--- src/rtl/store_merge_unit.sv ---
// store_merge_unit
//   Turns SB/SH/SW store requests into whole-word writes for a data memory
//   that has no byte enables. SW goes straight to a write. SB/SH read the
//   old word, merge the new byte/halfword into it and write it back.
//   Misaligned stores and unknown funct3 codes finish with an error pulse
//   and never touch memory.
//
// Ports:
//   clk, reset      system clock, synchronous active-high reset
//   start           store request, only looked at while idle
//   funct3          000 SB, 001 SH, 010 SW, anything else is an error
//   addr, wdata     byte address and store data of the request
//   mem_rdata       memory read data, valid READ_LAT cycles after mem_re
//   mem_addr        word-aligned address of the captured request
//   mem_re, mem_we  one-cycle read / write strobes
//   mem_wdata       word written on mem_we
//   busy            high whenever not idle
//   done            one-cycle completion pulse
//   misaligned      one-cycle error pulse, coincident with done
//
// state  | meaning
// IDLE   | waiting for start
// READ   | mem_re strobe, wait counter loaded
// WAIT   | counting down the read latency, capture/merge at zero
// WRITE  | mem_we strobe with merged word, done
// ERR    | done + misaligned, no memory access
module store_merge_unit #(
  parameter int READ_LAT = 1
) (
  input  logic        clk,
  input  logic        reset,
  input  logic        start,
  input  logic [2:0]  funct3,
  input  logic [31:0] addr,
  input  logic [31:0] wdata,
  input  logic [31:0] mem_rdata,
  output logic [31:0] mem_addr,
  output logic        mem_re,
  output logic        mem_we,
  output logic [31:0] mem_wdata,
  output logic        busy,
  output logic        done,
  output logic        misaligned
);

  localparam logic [2:0] S_IDLE  = 3'd0;
  localparam logic [2:0] S_READ  = 3'd1;
  localparam logic [2:0] S_WAIT  = 3'd2;
  localparam logic [2:0] S_WRITE = 3'd3;
  localparam logic [2:0] S_ERR   = 3'd4;

  localparam logic [2:0] F3_SB = 3'b000;
  localparam logic [2:0] F3_SH = 3'b001;
  localparam logic [2:0] F3_SW = 3'b010;

  localparam int CNT_W = 2;

  logic [2:0]       state_q, state_d;
  logic [31:0]      addr_q, addr_d;
  logic [31:0]      wdata_q, wdata_d;
  logic [2:0]       funct3_q, funct3_d;
  logic [CNT_W-1:0] cnt_q, cnt_d;
  logic [31:0]      old_q, old_d;
  logic [31:0]      mem_wdata_q, mem_wdata_d;

  // Insert the store data into the old word; only the lane(s) selected by
  // the byte offset change, bits of wd above the store width are dropped.
  function automatic logic [31:0] merge(input logic [31:0] old,
                                        input logic [31:0] wd,
                                        input logic [2:0]  f3,
                                        input logic [1:0]  off);
    logic [31:0] res;
    res = old;
    if (f3 == F3_SB) begin
      case (off)
        2'd0: res = {old[31:8], wd[7:0]};
        2'd1: res = {old[31:16], wd[7:0], old[7:0]};
        2'd2: res = {old[31:24], wd[7:0], old[15:0]};
        default: res = {wd[7:0], old[23:0]};
      endcase
    end else if (f3 == F3_SH) begin
      res = off[1] ? {wd[15:0], old[15:0]} : {old[31:16], wd[15:0]};
    end else begin
      res = wd;
    end
    return res;
  endfunction

  always_comb begin
    state_d     = state_q;
    addr_d      = addr_q;
    wdata_d     = wdata_q;
    funct3_d    = funct3_q;
    cnt_d       = cnt_q;
    old_d       = old_q;
    mem_wdata_d = mem_wdata_q;
    case (state_q)
      S_IDLE: begin
        if (start) begin
          addr_d   = addr;
          wdata_d  = wdata;
          funct3_d = funct3;
          case (funct3)
            F3_SB: state_d = S_READ;
            F3_SH: state_d = addr[0] ? S_ERR : S_READ;
            F3_SW: begin
              if (addr[1:0] != 2'b00) begin
                state_d = S_ERR;
              end else begin
                state_d     = S_WRITE;
                mem_wdata_d = wdata;
              end
            end
            default: state_d = S_ERR;
          endcase
        end
      end
      S_READ: begin
        cnt_d   = CNT_W'(READ_LAT - 1);
        state_d = S_WAIT;
      end
      S_WAIT: begin
        if (cnt_q == '0) begin
          old_d       = mem_rdata;
          mem_wdata_d = merge(mem_rdata, wdata_q, funct3_q, addr_q[1:0]);
          state_d     = S_WRITE;
        end else begin
          cnt_d = cnt_q - 1'b1;
        end
      end
      S_WRITE: state_d = S_IDLE;
      S_ERR:   state_d = S_IDLE;
      default: state_d = S_IDLE;
    endcase
  end

  always_ff @(posedge clk) begin
    if (reset) begin
      state_q     <= S_IDLE;
      addr_q      <= '0;
      wdata_q     <= '0;
      funct3_q    <= '0;
      cnt_q       <= '0;
      old_q       <= '0;
      mem_wdata_q <= '0;
    end else begin
      state_q     <= state_d;
      addr_q      <= addr_d;
      wdata_q     <= wdata_d;
      funct3_q    <= funct3_d;
      cnt_q       <= cnt_d;
      old_q       <= old_d;
      mem_wdata_q <= mem_wdata_d;
    end
  end

  // Strobes are masked by reset so an abort in the WRITE cycle can never
  // leak a write to memory.
  assign mem_addr   = {addr_q[31:2], 2'b00};
  assign mem_wdata  = mem_wdata_q;
  assign busy       = (state_q != S_IDLE);
  assign mem_re     = (state_q == S_READ) && !reset;
  assign mem_we     = (state_q == S_WRITE) && !reset;
  assign done       = ((state_q == S_WRITE) || (state_q == S_ERR)) && !reset;
  assign misaligned = (state_q == S_ERR) && !reset;

  // old_q is kept as a debug view of the last word read back.
  logic unused_old;
  assign unused_old = ^old_q;

endmodule
--- config.mk ---
export PLATFORM = sky130hd
export DESIGN_NAME = store_merge_unit
export DESIGN_NICKNAME = d
export VERILOG_FILES = /design/src/rtl/store_merge_unit.sv
export SDC_FILE = /design/constraint.sdc
export NUM_CORES = 1
export LEC_CHECK = 0
export ABC_AREA = 1
export ABC_CLOCK_PERIOD_IN_PS = 2090
export BUFFER_PORTS_ARGS = -buffer_cell sky130_fd_sc_hd__clkbuf_2
export CAP_MARGIN = 20
export CORE_MARGIN = 8
export CORE_UTILIZATION = 25
export CTS_BUF_LIST = sky130_fd_sc_hd__clkbuf_2 sky130_fd_sc_hd__clkbuf_4 sky130_fd_sc_hd__clkbuf_8
export DETAILED_ROUTE_END_ITERATION = 8
export GPL_TIMING_DRIVEN = 1
export MAX_ROUTING_LAYER = met4
export PLACE_DENSITY_LB_ADDON = 0.12
export SLEW_MARGIN = 15
export SYNTH_ARGS = -nofsm -noshare
export SYNTH_HDL_FRONTEND = slang
export SYNTH_SLANG_ARGS = --single-unit
export TNS_END_PERCENT = 1
--- constraint.sdc ---
create_clock -name clk -period 2.09 [get_ports clk]
set_input_delay 0.1045 -clock clk [delete_from_list [all_inputs] [get_ports clk]]
set_output_delay 0.1045 -clock clk [all_outputs]
set_load 0.02 [all_outputs]
# [Word-level counts from Yosys, hierarchy flattened]
# Cells that the tools add are included.
[word_totals] reg_bits=104 in_bits=102 word_cells=57 output_inout_bits=69
[classes] n_addsub=1 mux=17 n_eq_ne=14 n_reduce_logical=19
[ops] op="$mux 32" count=7
[ops] op="$pmux 32 s3" count=1
[ops] op="$pmux 32 s2" count=1
[ops] op="$pmux 3 s3" count=2
[ops] op="$mux 3" count=4
[ops] op="$eq 3x1->1 const B" count=3
[ops] op="$eq 3x2->1 const B" count=3
[ops] op="$logic_not 3->1" count=3
[ops] op="$ne 2x2->1 const B" count=4
[ops] op="$reduce_and 2->1" count=3
[ops] op="$reduce_bool 2->1" count=3
[ops] op="$reduce_and 5->1" count=1
[ops] op="$logic_and 1x1->1" count=4
[ops] op="$logic_not 2->1" count=2
[ops] op="$pmux 2 s2" count=1
[ops] op="$eq 3x3->1 const B" count=1
[ops] op="$reduce_bool 3->1" count=1
[ops] op="$eq 2x1->1 const B" count=1
[ops] op="$eq 2x2->1 const B" count=1
[ops] op="$mux 2" count=1
[ops] op="$ne 2x1->1 const B" count=1
[ops] op="$sub 2x1->2 const B" count=1
[ops] op="$logic_not 1->1" count=1
[ops] op="$logic_or 1x1->1" count=1

# [Depth between registers and ports, before layout]
# Gate-level depths: netlist (run 1).
[depth] ltp_word=5 mapped_depth=11 depth_no_buf=9

# [Worst setup path after synthesis (run 1)]
# Ideal clock, no wire load.
[synth_path] kind="flip-flop to output port" start="register state_q[0]" end="output port done" required_time_ps=1986 n_path_buf=0 path_stages_with_launch=4 arrival_time_ps=1485 path_slack_ps=501 path_cell_list="dfxtp_1 inv_1 nor4_1 or2_2"
[synth_via] elab_chain_cells=3 elab_cells_between_ends=4 classes_between="eq/ne (2); reduce/logical (2)"
[synth_rtl] element="start: declaration" line_no="58" text="logic [2:0] state_q, state_d;"
[synth_rtl] element="start signal: assignment" line_no="147" text="state_q <= state_d;"
[synth_rtl] element="$eq 3x2->1 / $eq 3x3->1 (equally long branches)" line_no="164" text="assign done = ((state_q == S_WRITE) || (state_q == S_ERR)) && !reset;"
[synth_rtl] element="$logic_or 1x1->1 (*)" line_no="164"
[synth_rtl] element="$logic_and 1x1->1 (*)" line_no="164"
[synth_rtl] element="end: declaration" line_no="42" text="output logic done,"
# Every way passes the cells marked *; elsewhere a longest branch is shown, timed or not.

# [Worst setup path after layout (run 1)]
# Ends and elaborated chain as after synthesis.

==> flow_metrics.py, run 1 <==
metrics = {
    "power": {
        "p_leak_uw": 0.00338,
        "powerDensity_mw_per_mm2": 650,
        "vdd_drop_max_mv": 0.289,
    },
    "drt": {
        "via_per_inst": 4.52,
        "drtIter0Drc": 356,
        "avgRoutedWirePerCell_microns": 15.6,
        "vias": 5956,
        "drt-pass1-iter-count": 5,
        "wirelength_mm": 20.5,
        "drc": 0,
        "drtAntennaViolNets": 0,
    },
    "flow_run": {
        "max_cap_viol_count": 0,
    },
    "clock_network": {
        "clk_latency_ps": 390,
        "cts.sinks": 104,
        "cts_buffers": 9,
        "cts_resized": 0,
        "hold_buffers": 38,
        "cts_tree": "done",
        "postCtsSetupRepairBufs": 0,
        "htree_num_levels": 3,
        "clkSlewWorstSetupHoldPaths_ps": 100,
        "cts_root_buf": "clkbuf_8",
        "clock_path_buffers": 2,
    },
    "place": {
        "hpwl_mm": 14.9,
        "gp_congestion": 0.782,
        "io_buffers": 168,
        "dp_slack_ps": 397,
    },
    "floorplanning": {
        "io_pins": 171,
        "fp.dieH_microns": 166,
        "start_util_pct": 25.2,
        "coreArea_sq_mm": 0.0224,
        "die_w_microns": 166,
        "num_rows": 55,
        "die_area_sq_mm": 0.0277,
    },
    "synth": {
        "synth_area_leaders": "dfxtp_1 37%, nand2_1 14%, a21oi_1 12%, inv_1 6.6%, nand3_1 6.4%",
        "syn_inst": 878,
        "synth.distinct_cells": 28,
        "synth.top_cell.area_share_pct": 36.9,
        "yosys.area.top_type": "dfxtp_1",
        "ys_ff_latch": 104,
        "synth_warnings": 0,
        "yosysSeqAreaShare_pct": 36.9,
        "avgSynthCellArea_sq_um": 6.43,
        "netlist_area_sq_mm": 0.00565,
    },
    "finish": {
        "layout.nets": 1132,
        "areaGrowthSynthToFinish_pct": 25.4,
        "fin_util_pct": 31.6,
        "drive_gt1_share_pct": 21.1,
    },
    "sta": {
        "worst_slack_ps": 306,
        "rsz0062_at_grt": "no",
        "skew_ps": 15.3,
        "setup_viol": 0,
        "worst_pin_slew_ps": 565,
        "maxSlewViolCount": 0,
        "fin_crit_ps": 1780,
        "hold_viol": 0,
        "post-route-period-util_pct": 85.3,
        "maxSlewHeadroom_pct": 62.2,
        "setup_total_negative_slack_ps": 0,
        "fmax_mhz": 561,
    },
    "worst_setup_path": {
        "critical_path.max_stage_delay_ps": 440,
        "worst-r2r-setup-slack_ps": 400,
        "cp_max_fo": 4,
        "cp.arrival_ps": 1680,
        "path_cells": "inv_1 -> nor4_1 -> or2_2 -> clkbuf_2",
        "critPathKind": "flop to primary output",
        "crit_required_ps": 1990,
        "crit_path_start_kind": "flop",
        "critPathSlowestCell": "nor4_1",
        "end_kind": "primary output",
    },
    "hold_path": {
        "min_path_type": "input pin to flop",
    },
    "grt": {
        "antenna_found_initial": 2,
        "grt_pass1_wl_mm": 33.1,
        "grt.total_usage_pct": 15.2,
        "grt_overflow": 0,
        "grt_pass1_vias": 6102,
        "grt_start_max_net_pins": 65,
    },
    "outcome": {
        "status": "completed",
    },
}
## synth_stat cells
cell,count
nand2_1,218
a21oi_1,140
dfxtp_1,104
inv_1,100
nand3_1,72
o21ai_0,59
nor2_1,48
buf_4,37
clkbuf_1,29
buf_2,21
nand4_1,16
o211ai_1,8
inv_2,4
nor3_1,3
buf_6,2
nand2_2,2
nor2_2,2
nor2_4,2
o21ai_2,2
a31oi_1,1
clkinv_1,1
conb_1,1
ha_1,1
nand2_4,1
nand3_2,1
nand3b_1,1
nor4_1,1
or2_2,1
## flip-flops by register name, indices dropped and copies added (netlist names)
register / flops
funct3_q: 3
wdata_q: 32
mem_wdata: 32
addr_q: 32
cnt_q: 2
state_q: 3
## per-layer routing
layer | GRT usage, % | vias to the layer above | part of all wire (%)
li1 | - | 3084 | -
met1 | 18.7 | 2692 | 46
met2 | 24.4 | 171 | 46
met3 | 4.54 | 9 | 6.5
met4 | 2.66 | 0 | 0.87
met5 | - | - | 0
## power breakdown
part / total, uW / internal [uW] / switching [uW]
logic: 1250 / 443 / 808
registers: 2210 / 2120 / 87.2
clock network: 1140 / 411 / 728
## kinds of logic after synthesis
logic type | share of synthesized area, %
AO/OA/AOI/OAI | 19.1
flip-flops | 36.9
AND/OR/NAND/NOR | 27.7
buffers and inverters | 16.1
other | 0.0664
adder cells (fa/ha/maj) | 0.221
## stage by stage
| step | hold WS, ps | instance area [sq um] | power (uW) | instances |
|---|---|---|---|---|
| 5_1_grt | 10.0 | 7080 | 4910 | 1318 |
| 3_5_place_dp | 364 | 6540 | 3460 | 1264 |
| 3_3_place_gp | 366 | 6540 | 3470 | 1264 |
| 2_1_floorplan | 269 | 5650 | 3070 | 879 |
| 4_1_cts | 2.43 | 7070 | 4690 | 1315 |
| 6_report | 14.5 | 7080 | 4600 | 1318 |
## layout make-up
type,count,area (sq um)
antenna,2,5.00
clock buffer,9,124
clock inverter,4,25.0
fill,2533,15400
sequential,104,2080
inverter,105,394
timing repair buffer,228,1430
tap,285,357
multi-input combinational,581,2670
## worst paths after layout
path / startpoint / endpoint / cells after the start
max: state_q[0] / done / 4
max reg2reg: addr_q[1] / mem_wdata[30] / 6
min reg2reg: wdata_q[20] / wdata_q[20] / 2
min: wdata[29] / mem_wdata[29] / 3
## worst max-delay path: cells and delay by family (launching register included)
kind	cells	cell delay, ps
AND/OR/NAND/NOR	2	630
flip-flops	1	430
buffers and inverters	2	240
## cells in the final DEF, fill, tap and decap left out, types with 4 or more instances in the layout
cell	Yosys	final
nand3_1	72	72
nand4_1	16	16
o211ai_1	8	8
nor2_1	48	48
buf_4	37	18
o21ai_0	59	59
nand2_1	218	217
inv_2	4	4
dlygate4sd3_1	0	39
dfxtp_1	104	104
inv_1	100	100
a21oi_1	140	140
clkbuf_2	0	168
clkbuf_8	0	9
No activity file was read; power rests on OpenSTA's default activity.
==> inputs of run 2 (changes only) <==
--- a/config.mk
+++ b/config.mk
@@ -9,7 +9,7 @@
 export ABC_CLOCK_PERIOD_IN_PS = 2090
 export BUFFER_PORTS_ARGS = -buffer_cell sky130_fd_sc_hd__clkbuf_2
 export CAP_MARGIN = 20
-export CORE_MARGIN = 8
+export CORE_MARGIN = 10
 export CORE_UTILIZATION = 25
 export CTS_BUF_LIST = sky130_fd_sc_hd__clkbuf_2 sky130_fd_sc_hd__clkbuf_4 sky130_fd_sc_hd__clkbuf_8
 export DETAILED_ROUTE_END_ITERATION = 8
==> flow_metrics.py, run 2 (synthesis results as in run 1) <==
metrics = {
    "clock_network": {
        "cts_tree": "done",
        "htree_num_levels": 3,
        "clock_path_buffers": 2,
        "clk_latency_ps": 380,
        "cts.sinks": 104,
        "clkSlewWorstSetupHoldPaths_ps": 100,
        "cts_resized": 0,
        "cts_buffers": 9,
        "cts_root_buf": "clkbuf_8",
    },
    "drt": {
        "wirelength_mm": 21.0,
        "via_per_inst": 4.52,
        "drtAntennaViolNets": 0,
        "avgRoutedWirePerCell_microns": 16.0,
        "vias": 5933,
        "drtIter0Drc": 346,
        "drt-pass1-iter-count": 5,
        "drc": 0,
    },
    "grt": {
        "grt.total_usage_pct": 14.7,
        "grt_pass1_vias": 6058,
        "grt_pass1_wl_mm": 33.1,
        "grt_start_max_net_pins": 56,
        "antenna_found_initial": 3,
        "grt_overflow": 0,
    },
    "sta": {
        "setup_total_negative_slack_ps": 0,
        "maxSlewHeadroom_pct": 58.1,
        "post-route-period-util_pct": 87.7,
        "rsz0062_at_grt": "no",
        "fmax_mhz": 545,
        "maxSlewViolCount": 0,
        "fin_crit_ps": 1830,
        "skew_ps": 7.79,
        "setup_viol": 0,
        "hold_viol": 0,
        "worst_pin_slew_ps": 629,
    },
    "worst_setup_path": {
        "critPathSlowestCell": "nor4_1",
        "path_cells": "inv_1 -> nor4_1 -> or2_2 -> clkbuf_2",
        "crit_required_ps": 1990,
        "cp.arrival_ps": 1730,
        "end_kind": "primary output",
        "crit_buf_inv": 2,
        "critical_path.max_stage_delay_ps": 470,
        "cp_max_fo": 4,
        "crit_path_start_kind": "flop",
        "worst-r2r-setup-slack_ps": 340,
        "cp_top_family": "simple AND/OR/NAND/NOR gates",
        "critPathKind": "flop to primary output",
    },
    "outcome": {
        "status": "completed",
    },
    "power": {
        "power.total_uw": 4890,
        "p_leak_uw": 0.00341,
        "vdd_drop_max_mv": 0.279,
        "powerDensity_mw_per_mm2": 685,
    },
    "finish": {
        "fin_util_pct": 32.4,
        "drive_gt1_share_pct": 21.2,
        "layout_commonest_cell": "nand2_1",
        "nFillCells": 2518,
        "fin_area_sq_mm": 0.00714,
        "areaGrowthSynthToFinish_pct": 26.4,
        "final_cell_mix": "217 x nand2_1, 168 x clkbuf_2, 140 x a21oi_1, 104 x dfxtp_1, 100 x inv_1",
        "layout.nets": 1129,
    },
    "floorplanning": {
        "start_util_pct": 25.6,
        "io_pins": 171,
        "die_w_microns": 170,
        "num_rows": 54,
        "coreArea_sq_mm": 0.0220,
        "die_area_sq_mm": 0.0290,
        "fp.dieH_microns": 170,
    },
    "place": {
        "placed_cell_area_sq_mm": 0.00653,
        "hpwl_mm": 15.4,
        "io_buffers": 168,
        "gp_congestion": 0.805,
    },
    "flow_run": {
        "max_cap_viol_count": 0,
    },
    "hold_path": {
        "min_path_type": "input pin to flop",
    },
}
-- run 2: tightest hold or removal path, delay by kind of cell --
kind | cells | cell delay, ps
buffers and inverters | 1 | 90
AO/OA/AOI/OAI | 2 | 170
-- run 2: cell type report --
type	count	area (sq um)	share of cell area [%]
inverter	105	394	5.52
clock buffer	14	186	2.61
antenna	3	7.51	0.105
clock inverter	2	35.0	0.491
timing repair buffer	225	1410	19.8
sequential	104	2080	29.2
multi-input combinational	581	2670	37.4
tap	280	350	4.91
-- run 2: through the flow --
stage / setup slack [ps] / hold slack, ps / instances
floorplan: 501 / 269 / 879
global placement: 413 / 365 / 1257
detailed placement: 372 / 367 / 1257
CTS: 282 / 1.24 / 1311
global route: 134 / 4.64 / 1314
finish: 256 / 17.6 / 1314
-- run 2: power breakdown --
part           internal, uW  total, uW  switching (uW)  leakage, uW
Clock                   699       1430             732     0.000116
Combinational           437       1250             815      0.00245
Sequential             2120       2210            85.4     0.000853
-- run 2: layer usage --
metal | track usage, % | vias up | share of wire (%)
met5 | - | - | 0
met4 | 2.75 | 0 | 0.74
met3 | 4.35 | 10 | 7.0
met2 | 23.0 | 163 | 45
met1 | 18.4 | 2676 | 47
li1 | - | 3084 | -
-- run 2: worst paths after layout --
check / cells past startpoint / endpoint / from
max: 4 / done / state_q[0]
min: 3 / mem_wdata[23] / wdata[23]
max reg2reg: 6 / mem_wdata[17] / addr_q[0]
min reg2reg: 2 / wdata_q[19] / wdata_q[19]
-- run 2: what timing repair did --
item,CTS,global route
hold endpoints to repair,39,0
setup buffers,0,0
setup endpoints to repair,0,0
hold buffers,38,0
==> inputs of run 3 (changes only) <==
--- a/config.mk
+++ b/config.mk
@@ -6,16 +6,17 @@
 export NUM_CORES = 1
 export LEC_CHECK = 0
 export ABC_AREA = 1
-export ABC_CLOCK_PERIOD_IN_PS = 2090
+export ABC_CLOCK_PERIOD_IN_PS = 1900
 export BUFFER_PORTS_ARGS = -buffer_cell sky130_fd_sc_hd__clkbuf_2
 export CAP_MARGIN = 20
 export CORE_MARGIN = 10
 export CORE_UTILIZATION = 25
 export CTS_BUF_LIST = sky130_fd_sc_hd__clkbuf_2 sky130_fd_sc_hd__clkbuf_4 sky130_fd_sc_hd__clkbuf_8
+export CTS_CLUSTER_DIAMETER = 200
 export DETAILED_ROUTE_END_ITERATION = 8
 export GPL_TIMING_DRIVEN = 1
 export MAX_ROUTING_LAYER = met4
-export PLACE_DENSITY_LB_ADDON = 0.12
+export PLACE_DENSITY = 0.47
 export SLEW_MARGIN = 15
 export SYNTH_ARGS = -nofsm -noshare
 export SYNTH_HDL_FRONTEND = slang
==> constraint.sdc (replaced) <==
create_clock -name clk -period 1.9 [get_ports clk]
set_input_delay 0.095 -clock clk [delete_from_list [all_inputs] [get_ports clk]]
set_output_delay 0.095 -clock clk [all_outputs]
set_load 0.02 [all_outputs]
==> flow_metrics.py, run 3 (synthesis results as in run 1) <==
metrics = {
    "outcome": {
        "status": "completed",
    },
    "finish": {
        "fin_util_pct": 32.9,
        "final_cell_mix": "217 x nand2_1, 168 x clkbuf_2, 140 x a21oi_1, 104 x dfxtp_1, 100 x inv_1",
        "areaGrowthSynthToFinish_pct": 28.3,
        "layout.nets": 1137,
        "finalNonFillerCells": 1322,
        "layout_commonest_cell": "nand2_1",
        "drive_gt1_share_pct": 21.4,
        "fin_area_sq_mm": 0.00725,
    },
    "power": {
        "p_leak_uw": 0.00346,
        "p_int_uw": 3800,
        "combPwrFrac_pct": 24.7,
        "powerDensity_mw_per_mm2": 776,
        "p_sw_share_pct": 32.4,
        "power.switching_uw": 1820,
        "seqPwrFrac_pct": 43.2,
        "clockPowerShare_pct": 32.1,
        "vdd_drop_max_mv": 0.324,
    },
    "clock_network": {
        "cts_tree": "done",
        "cts_root_buf": "clkbuf_8",
        "cts_buffers": 9,
        "htree_num_levels": 3,
        "clk_latency_ps": 400,
        "cts.sinks": 104,
        "clkSlewWorstSetupHoldPaths_ps": 110,
        "clock_path_buffers": 2,
    },
    "hold_path": {
        "min_path_type": "input pin to flop",
    },
    "worst_setup_path": {
        "crit_path_start_kind": "flop",
        "crit_required_ps": 1800,
        "cp_max_fo": 4,
        "end_kind": "primary output",
        "cp.arrival_ps": 1620,
        "critical_path.max_stage_delay_ps": 460,
        "critPathKind": "flop to primary output",
        "path_cells": "inv_1 -> nor3_1 -> or2_2 -> clkbuf_2",
        "critPathSlowestCell": "dfxtp_1",
    },
    "sta": {
        "maxSlewHeadroom_pct": 56.3,
        "fmax_mhz": 583,
        "setup_total_negative_slack_ps": 0,
        "hold_viol": 0,
        "fin_crit_ps": 1720,
        "skew_ps": 17.7,
        "setup_viol": 0,
        "worst_pin_slew_ps": 653,
        "worst_slack_ps": 185,
        "rsz0062_at_grt": "no",
        "maxSlewViolCount": 0,
        "post-route-period-util_pct": 90.3,
    },
    "floorplanning": {
        "num_rows": 54,
        "start_util_pct": 25.6,
        "die_w_microns": 170,
        "die_area_sq_mm": 0.0290,
        "io_pins": 171,
        "fp.dieH_microns": 170,
        "coreArea_sq_mm": 0.0220,
    },
    "grt": {
        "grt_pass1_wl_mm": 33.0,
        "grt_pass1_vias": 6170,
        "grt_start_max_net_pins": 65,
        "busiest_layer": "met2",
        "grt.total_usage_pct": 14.6,
        "grt_use_met1_pct": 17.6,
        "gr-usage-met2_pct": 23.3,
        "antenna_found_initial": 3,
        "grt_overflow": 0,
        "grt.met3_usage_pct": 4.56,
    },
    "drt": {
        "via_per_inst": 4.52,
        "avgRoutedWirePerCell_microns": 15.7,
        "drtAntennaViolNets": 0,
        "drtIter0Drc": 381,
        "drc": 0,
        "vias": 5977,
        "drt-pass1-iter-count": 5,
        "wirelength_mm": 20.7,
    },
    "place": {
        "gp_congestion": 0.777,
        "io_buffers": 168,
        "dp_slack_ps": 298,
        "placedCellCount": 1259,
        "placed_cell_area_sq_mm": 0.00653,
        "hpwl_mm": 15.1,
    },
    "flow_run": {
        "max_cap_viol_count": 0,
    },
}
[run 3: cell count changes in the layout (fill, tap and decap cells not counted), sizes merged]
cell,before,now
buf,19,21
clkbuf,182,180
clkinv,2,1
bufinv,1,3
dlygate4sd3,38,44
inv,104,105
[run 3: layout make-up]
cell class | count | area [sq um]
fillers | 2469 | 14800
well taps | 280 | 350
clock inverters | 4 | 98.8
clock buffers | 12 | 159
repair buffers | 233 | 1480
flip-flops and latches | 104 | 2080
diodes | 3 | 7.51
multi-input cells | 581 | 2680
inverters | 105 | 394
[run 3: layer usage]
| layer | routed length (microns) | up-vias | share of wire [%] |
|---|---|---|---|
| met3 | 1590 | 17 | 7.7 |
| met4 | 231 | 0 | 1.1 |
| met2 | 9440 | 173 | 46 |
| li1 | - | 3105 | - |
| met5 | 0 | - | 0 |
| met1 | 9440 | 2682 | 46 |
[run 3: path summary, 6_finish.rpt]
check	start	to	slack [ps]	cells past startpoint
max	state_q[2]	done	180	4
min reg2reg	wdata_q[26]	wdata_q[26]	460	2
min	wdata[26]	mem_wdata[26]	10	3
max reg2reg	funct3_q[0]	mem_wdata[30]	280	6
[run 3: power by group through the flow]
stage / combinational [uW] / clock [uW] / sequential (uW)
after floorplan: 906 / 0 / 2470
after global placement: 1320 / 0 / 2480
after detailed placement: 1320 / 0 / 2480
after CTS: 1400 / 1880 / 2430
after global routing: 1570 / 1940 / 2450
final: 1390 / 1810 / 2430
[run 3: repair_timing]
item | 4_1_cts | 5_1_grt
resized for setup | 0 | 2
setup buffers | 0 | 0
hold buffers | 44 | 0
endpoints found under the hold margin | 47 | 0
endpoints found under the setup margin | 0 | 2
[run 3: per-stage QoR]
| step | hold slack [ps] | power, uW |
|---|---|---|
| after floorplan | 259 | 3370 |
| after global placement | 354 | 3800 |
| after detailed placement | 356 | 3800 |
| after CTS | 1.32 | 5710 |
| after global routing | 6.51 | 5960 |
| final | 11.1 | 5620 |
[run 3: critical path, delay by kind of cell, from the launching register on]
kind,cells,cell delay [ps]
buffers and inverters,2,270
and+or+nand+nor,2,490
DFF,1,460
